## src/rtl/telemetry_framer_pkg.sv

```systemverilog
// Shared types and constants for the telemetry framer: FSM encoding, default
// framing bytes and elaboration-time parameter legality checks.
package telemetry_framer_pkg;

  typedef enum logic [2:0] {
    StIdle,
    StHeader,
    StSeq,
    StPayload,
    StStatus,
    StCsum,
    StTrailer
  } state_e;

  localparam logic [7:0] DefaultHeader  = 8'h55;
  localparam logic [7:0] DefaultTrailer = 8'hAA;

  localparam int unsigned MaxFields     = 16;
  localparam int unsigned MaxFieldBytes = 4;

  function automatic bit params_ok(int unsigned num_fields, int unsigned field_bytes);
    return (num_fields >= 1) && (num_fields <= MaxFields) &&
           (field_bytes >= 1) && (field_bytes <= MaxFieldBytes);
  endfunction

  // Payload byte index width; never zero even for a single-byte payload.
  function automatic int unsigned idx_width(int unsigned num_bytes);
    return (num_bytes > 1) ? $clog2(num_bytes) : 1;
  endfunction

endpackage

```

## src/rtl/telemetry_framer_if.sv

```systemverilog
// Sample/status inputs and byte-serial transmit outputs of the telemetry framer.
interface telemetry_framer_if #(
  parameter int unsigned NUM_FIELDS  = 4,
  parameter int unsigned FIELD_BYTES = 2
);
  logic                                continuous;
  logic                                sample_req;
  logic [NUM_FIELDS*FIELD_BYTES*8-1:0] sample_in;
  logic [7:0]                          status;
  logic                                tx_busy;
  logic [7:0]                          tx_byte;
  logic                                tx_strobe;
  logic                                pkt_active;
  logic [7:0]                          missed_cnt;

  modport master (
    input  continuous, sample_req, sample_in, status, tx_busy,
    output tx_byte, tx_strobe, pkt_active, missed_cnt
  );

  modport slave (
    output continuous, sample_req, sample_in, status, tx_busy,
    input  tx_byte, tx_strobe, pkt_active, missed_cnt
  );
endinterface

```

## src/rtl/telemetry_framer_byte_sel.sv

```systemverilog
// Picks payload byte idx from the shadow vector: field 0 first, each field MSB first.
module tf_byte_sel #(
  parameter int unsigned NUM_FIELDS  = 4,
  parameter int unsigned FIELD_BYTES = 2,
  parameter int unsigned IdxW        = 3
) (
  input  logic [NUM_FIELDS*FIELD_BYTES*8-1:0] shadow,
  input  logic [IdxW-1:0]                     idx,
  output logic [7:0]                          sel_byte
);

  always_comb begin
    sel_byte = '0;
    for (int unsigned f = 0; f < NUM_FIELDS; f++) begin
      for (int unsigned b = 0; b < FIELD_BYTES; b++) begin
        if (idx == IdxW'(f * FIELD_BYTES + b)) begin
          sel_byte = shadow[(f * FIELD_BYTES + FIELD_BYTES - 1 - b) * 8 +: 8];
        end
      end
    end
  end

endmodule

```

## src/rtl/telemetry_framer.sv

```systemverilog
// Packetizes captured samples into HEADER/SEQ/payload/STATUS/CSUM/TRAILER bytes,
// pacing output to at most one byte every other cycle and honouring tx_busy.
module telemetry_framer
  import telemetry_framer_pkg::*;
#(
  parameter int unsigned NUM_FIELDS   = 4,
  parameter int unsigned FIELD_BYTES  = 2,
  parameter logic [7:0]  HEADER_BYTE  = DefaultHeader,
  parameter logic [7:0]  TRAILER_BYTE = DefaultTrailer,
  parameter bit          CSUM_EN      = 1'b1
) (
  input logic               clk,
  input logic               rst,
  telemetry_framer_if.master bus
);

  localparam int unsigned NumBytes = NUM_FIELDS * FIELD_BYTES;
  localparam int unsigned SampleW  = NumBytes * 8;
  localparam int unsigned IdxW     = idx_width(NumBytes);
  localparam logic [IdxW-1:0] LastIdx = IdxW'(NumBytes - 1);

  if (!params_ok(NUM_FIELDS, FIELD_BYTES)) begin : g_param_check
    $error("telemetry_framer: NUM_FIELDS must be 1..16 and FIELD_BYTES 1..4");
  end

  state_e              state_q;
  logic [SampleW-1:0]  sample_q, shadow_q;
  logic [7:0]          status_sh_q, seq_q, csum_q, missed_q, tx_byte_q;
  logic                pending_q, tx_strobe_q, pkt_active_q;
  logic [IdxW-1:0]     idx_q;
  logic [7:0]          payload_byte;
  logic                issue, hdr_issue;

  // A byte may only leave when the serializer is free and the last cycle was not a strobe.
  assign issue     = !bus.tx_busy && !tx_strobe_q;
  assign hdr_issue = issue && (state_q == StHeader);

  tf_byte_sel #(
    .NUM_FIELDS (NUM_FIELDS),
    .FIELD_BYTES(FIELD_BYTES),
    .IdxW       (IdxW)
  ) u_byte_sel (
    .shadow  (shadow_q),
    .idx     (idx_q),
    .sel_byte(payload_byte)
  );

  always_ff @(posedge clk) begin
    if (rst) begin
      state_q      <= StIdle;
      sample_q     <= '0;
      shadow_q     <= '0;
      status_sh_q  <= '0;
      seq_q        <= '0;
      csum_q       <= '0;
      missed_q     <= '0;
      tx_byte_q    <= '0;
      pending_q    <= 1'b0;
      tx_strobe_q  <= 1'b0;
      pkt_active_q <= 1'b0;
      idx_q        <= '0;
    end else begin
      tx_strobe_q <= 1'b0;

      // A request coinciding with the header snapshot is not a miss: the old sample ships now.
      if (bus.sample_req) begin
        sample_q  <= bus.sample_in;
        pending_q <= 1'b1;
        if (pending_q && !hdr_issue && (missed_q != 8'hFF)) begin
          missed_q <= missed_q + 8'd1;
        end
      end else if (hdr_issue) begin
        pending_q <= 1'b0;
      end

      if (hdr_issue) begin
        shadow_q    <= sample_q;
        status_sh_q <= bus.status;
      end

      unique case (state_q)
        StIdle: begin
          pkt_active_q <= 1'b0;
          if (issue && (bus.continuous || pending_q)) state_q <= StHeader;
        end
        StHeader: if (issue) begin
          tx_byte_q    <= HEADER_BYTE;
          tx_strobe_q  <= 1'b1;
          pkt_active_q <= 1'b1;
          state_q      <= StSeq;
        end
        StSeq: if (issue) begin
          tx_byte_q   <= seq_q;
          tx_strobe_q <= 1'b1;
          csum_q      <= seq_q;
          idx_q       <= '0;
          state_q     <= StPayload;
        end
        StPayload: if (issue) begin
          tx_byte_q   <= payload_byte;
          tx_strobe_q <= 1'b1;
          csum_q      <= csum_q ^ payload_byte;
          idx_q       <= idx_q + 1'b1;
          if (idx_q == LastIdx) state_q <= StStatus;
        end
        StStatus: if (issue) begin
          tx_byte_q   <= status_sh_q;
          tx_strobe_q <= 1'b1;
          csum_q      <= csum_q ^ status_sh_q;
          state_q     <= CSUM_EN ? StCsum : StTrailer;
        end
        StCsum: if (issue) begin
          tx_byte_q   <= csum_q;
          tx_strobe_q <= 1'b1;
          state_q     <= StTrailer;
        end
        StTrailer: if (issue) begin
          tx_byte_q   <= TRAILER_BYTE;
          tx_strobe_q <= 1'b1;
          seq_q       <= seq_q + 8'd1;
          state_q     <= StIdle;
        end
        default: state_q <= StIdle;
      endcase
    end
  end

  assign bus.tx_byte    = tx_byte_q;
  assign bus.tx_strobe  = tx_strobe_q;
  assign bus.pkt_active = pkt_active_q;
  assign bus.missed_cnt = missed_q;

endmodule

```

## src/flat_wrapper.sv

```systemverilog
// flat-port wrapper written by rule: the top's interface ports become plain ports
module telemetry_framer_flat import telemetry_framer_pkg::*;
#(
  parameter int unsigned NUM_FIELDS   = 4,
  parameter int unsigned FIELD_BYTES  = 2,
  parameter logic [7:0]  HEADER_BYTE  = DefaultHeader,
  parameter logic [7:0]  TRAILER_BYTE = DefaultTrailer,
  parameter bit          CSUM_EN      = 1'b1
)
  (clk, rst, bus_continuous, bus_sample_req, bus_sample_in, bus_status, bus_tx_busy, bus_tx_byte, bus_tx_strobe, bus_pkt_active, bus_missed_cnt);
  telemetry_framer_if #(.NUM_FIELDS(NUM_FIELDS), .FIELD_BYTES(FIELD_BYTES)) bus_i ();
  input logic clk;
  input logic rst;
  input wire logic [$bits(bus_i.continuous)-1:0] bus_continuous;
  input wire logic [$bits(bus_i.sample_req)-1:0] bus_sample_req;
  input wire logic [$bits(bus_i.sample_in)-1:0] bus_sample_in;
  input wire logic [$bits(bus_i.status)-1:0] bus_status;
  input wire logic [$bits(bus_i.tx_busy)-1:0] bus_tx_busy;
  output wire logic [$bits(bus_i.tx_byte)-1:0] bus_tx_byte;
  output wire logic [$bits(bus_i.tx_strobe)-1:0] bus_tx_strobe;
  output wire logic [$bits(bus_i.pkt_active)-1:0] bus_pkt_active;
  output wire logic [$bits(bus_i.missed_cnt)-1:0] bus_missed_cnt;
  assign bus_i.continuous = bus_continuous;
  assign bus_i.sample_req = bus_sample_req;
  assign bus_i.sample_in = bus_sample_in;
  assign bus_i.status = bus_status;
  assign bus_i.tx_busy = bus_tx_busy;
  assign bus_tx_byte = bus_i.tx_byte;
  assign bus_tx_strobe = bus_i.tx_strobe;
  assign bus_pkt_active = bus_i.pkt_active;
  assign bus_missed_cnt = bus_i.missed_cnt;
  telemetry_framer #(.NUM_FIELDS(NUM_FIELDS), .FIELD_BYTES(FIELD_BYTES), .HEADER_BYTE(HEADER_BYTE), .TRAILER_BYTE(TRAILER_BYTE), .CSUM_EN(CSUM_EN)) u_core (.clk(clk), .rst(rst), .bus(bus_i));
endmodule
```

## config.mk

```make
export PLATFORM = sky130hd
export DESIGN_NAME = telemetry_framer_flat
export DESIGN_NICKNAME = d
export VERILOG_FILES = /design/src/rtl/telemetry_framer_pkg.sv /design/src/rtl/telemetry_framer_if.sv /design/src/rtl/telemetry_framer_byte_sel.sv /design/src/rtl/telemetry_framer.sv /design/src/flat_wrapper.sv
export SDC_FILE = /design/constraint.sdc
export NUM_CORES = 1
export LEC_CHECK = 0
export CORE_ASPECT_RATIO = 0.5
export CORE_MARGIN = 3
export CORE_UTILIZATION = 50
export CTS_BUF_LIST = sky130_fd_sc_hd__clkbuf_2 sky130_fd_sc_hd__clkbuf_4 sky130_fd_sc_hd__clkbuf_8
export DETAILED_ROUTE_END_ITERATION = 8
export GPL_TIMING_DRIVEN = 0
export PLACE_DENSITY = 0.73
export SYNTH_ARGS = -nofsm -noshare
export SYNTH_HDL_FRONTEND = slang
export SYNTH_SLANG_ARGS = --single-unit
```

## constraint.sdc

```tcl
create_clock -name clk -period 3 [get_ports clk]
set_input_delay 0.6 -clock clk [delete_from_list [all_inputs] [get_ports clk]]
set_output_delay 0.6 -clock clk [all_outputs]
set_load 0.01 [all_outputs]
```

==> flow_summary.json, run 1 <==
{
  "netlist-cell-type-count": 58,
  "cts_buffer_depth": 2,
  "post_drt_wl_per_cell_um": 17.3,
  "synth_commonest_cells": "202 x nand2_1, 177 x dfxtp_1, 117 x nor2_1, 96 x a21oi_1, 65 x mux2i_1",
  "fp.dieH_um": 95.4,
  "portBuffers": 94,
  "layoutNonFillerInstCount": 1299,
  "ys_warn_count": 0,
  "drt_iter0_markers": 641,
  "finalSetupViolCount": 0,
  "min_period_over_period_pct": 93.5,
  "cts_tree": "built",
  "clk_latency_ps": 460,
  "critPathArrivalTime_ps": 3150,
  "p_leak_uw": 0.00358,
  "die_w_um": 185,
  "cp_max_fo": 10,
  "routed_wl_um": 22500,
  "track_usage_pct": 25.8,
  "min_period_ps": 2810,
  "area_growth_pct": 19.9,
  "end_kind": "flip-flop",
  "pwr-share-clk_pct": 35.5,
  "p_seq_share_pct": 54.0,
  "async_flop_share_pct": 0,
  "ys_seq_elements": 177,
  "gp_congestion": 0.933,
  "hold_depth": 2,
  "grt_max_degree": 17,
  "placed_area_mm2": 0.00917,
  "required_ps": 3340,
  "start_util_pct": 53.1,
  "grt_pass1_wl_um": 35300,
  "num-fill-cells": 1355,
  "synthesis.area_mm2": 0.00798,
  "yosysTopAreaCell": "dfxtp_1",
  "rows": 31,
  "drtPass1Iterations": 6,
  "cts-root-buf": "clkbuf_8",
  "antenna_found_initial": 0,
  "fmax_mhz": 356,
  "post-cts-setup-buffers": 0,
  "fin_area_mm2": 0.00957,
  "post-route-drc-count": 0,
  "cts_buffers": 17,
  "ant_nets": 0,
  "vias_per_cell": 5.73,
  "vdd_drop_max_mv": 0.366,
  "hold_violations": 0,
  "total_power_uw": 4610,
  "final_nets": 1176,
  "io_pins": 95,
  "drive_gt1_share_pct": 5.99,
  "power_switching_uw": 1240,
  "avgSynthCellArea_um2": 8.19,
  "via_count": 7442,
  "relSlewSlack_pct": 31.9,
  "synthTopCellsByArea": "dfxtp_1 44%, nand2_1 9.5%, mux2i_1 8.1%",
  "diodes": 0,
  "synth-main-ff-cell": "dfxtp_1",
  "combPwrFrac_pct": 10.5,
  "cap_violations": 0,
  "seq_area_frac_synth_pct": 44.4,
  "clkTransAtPathRegs_ps": 100,
  "synth.most_common_cell": "nand2_1",
  "reg2reg_depth": 7,
  "p_int_uw": 3370,
  "status": "finished, final reports clean",
  "final_util_pct": 63.6,
  "synthCells": 975,
  "p_sw_share_pct": 26.9,
  "rsz0062_at_grt": "no",
  "core_mm2": 0.0150,
  "finalClockSkew_ps": 11.9,
  "hold_class": "reg2reg",
  "first_global_vias": 6770,
  "critPathKind": "reg2reg",
  "synth_edf_count": 0,
  "tightest_slew_ps": 1010,
  "overflow": 0,
  "dieArea_mm2": 0.0176,
  "htreeDepth": 4,
  "powerDensity_mw_per_mm2": 482,
  "dpl.cell_count": 1267,
  "clock_sinks": 177,
  "maxSlewViolCount": 0,
  "yosys.area.top_type_share_pct": 44.4,
  "dp_hpwl_um": 17000,
  "syn_nets": 1063,
  "startpoint_type": "flip-flop",
  "setup_tns_ps": 0
}
## routing by layer
layer / wire length (um) / track usage (%) / vias to the layer above / part of all wire (%)
li1: - / - / 3603 / -
met3: 1700 / 5.98 / 35 / 7.6
met4: 360 / 6.67 / 0 / 1.6
met2: 9420 / 38.2 / 244 / 42
met1: 11000 / 38.0 / 3560 / 49
met5: 0 / 0 / - / 0
## cells in the final DEF, fill, tap and decap left out, types with 11 or more instances in the layout
cell type,count
clkbuf_1,41
buf_1,11
nand2_1,202
dfxtp_1,176
clkbuf_8,18
mux2i_1,65
nand3_1,19
o21ai_0,25
a21oi_1,96
nor2_1,117
a21boi_0,11
clkdlybuf4s50_1,94
inv_1,13
## critical path: stages, from the launching register on
cell and delay, ps:
dfxtp_1 460, clkinv_1 260, ha_1 320, a21oi_1 570, buf_2 350, a211oi_1 100
a22o_1 250, or3_1 370
## power groups by stage
stage,clock (uW),combinational (uW),sequential (uW)
2_1_floorplan,0,269,2530
3_3_place_gp,0,471,2540
3_5_place_dp,0,480,2550
4_1_cts,1660,482,2490
5_1_grt,1740,530,2500
6_report,1640,484,2490
## layout make-up
type / instances / area [um2] / share of cell area [%]
multi-input cells: 720 / 4130 / 43.1
flip-flops and latches: 177 / 3540 / 37.0
repair buffers: 94 / 941 / 9.83
plain buffers: 63 / 270 / 2.82
clock buffers: 20 / 263 / 2.74
well taps: 198 / 248 / 2.59
clock inverters: 12 / 124 / 1.29
inverters: 15 / 56.3 / 0.588
## worst paths after layout
check	start	to	slack (ps)
worst max-delay path	u_core.state_q[2]	u_core.csum_q[6]	190
worst min-delay path	u_core.sample_q[18]	u_core.shadow_q[18]	450
worst min register to register	u_core.sample_q[18]	u_core.shadow_q[18]	450
worst max register to register	u_core.state_q[2]	u_core.csum_q[6]	190
## cell families (layout without fill, tap and decap cells)
| logic type | Yosys count | count (layout) | synth area share (%) |
|---|---|---|---|
| AO/OA/AOI/OAI | 209 | 209 | 16.8 |
| buffers and inverters | 78 | 204 | 4.03 |
| multiplexers | 65 | 65 | 8.15 |
| flip-flops | 177 | 177 | 44.4 |
| XOR/XNOR | 14 | 14 | 1.54 |
| adder cells (fa/ha/maj) | 11 | 11 | 1.72 |
| AND/OR/NAND/NOR | 421 | 421 | 23.3 |
## state kept, by name (all words and copies together), names as in the netlist
signal and flops:
u_core.bus.tx_strobe 1, u_core.pending_q 1, u_core.idx_q 3, u_core.bus.tx_byte 8
u_core.bus.missed_cnt 8, u_core.sample_q 64, u_core.csum_q 8, u_core.seq_q 8
u_core.status_sh_q 8, u_core.bus.pkt_active 1, u_core.state_q 3, u_core.shadow_q 64
## stage by stage
stage / hold WS (ps) / setup WS (ps)
3_3_place_gp: 445 / -148
4_1_cts: 450 / 67.4
5_1_grt: 473 / 73.5
2_1_floorplan: 431 / 543
6_report: 448 / 194
3_5_place_dp: 443 / -154
## what timing repair did
action,4_1_cts,5_1_grt
hold buffers,0,0
pin swaps,0,1
setup endpoints to repair,2,3
gates resized for setup,1,4
Power figures use the tool's default switching activity.
==> inputs of run 2 (changes only) <==
SETUP_SLACK_MARGIN = 0.05   (was not set)
==> results of run 2 <==
Same layout as run 1: the final DEF is identical, and so are final timing and power.
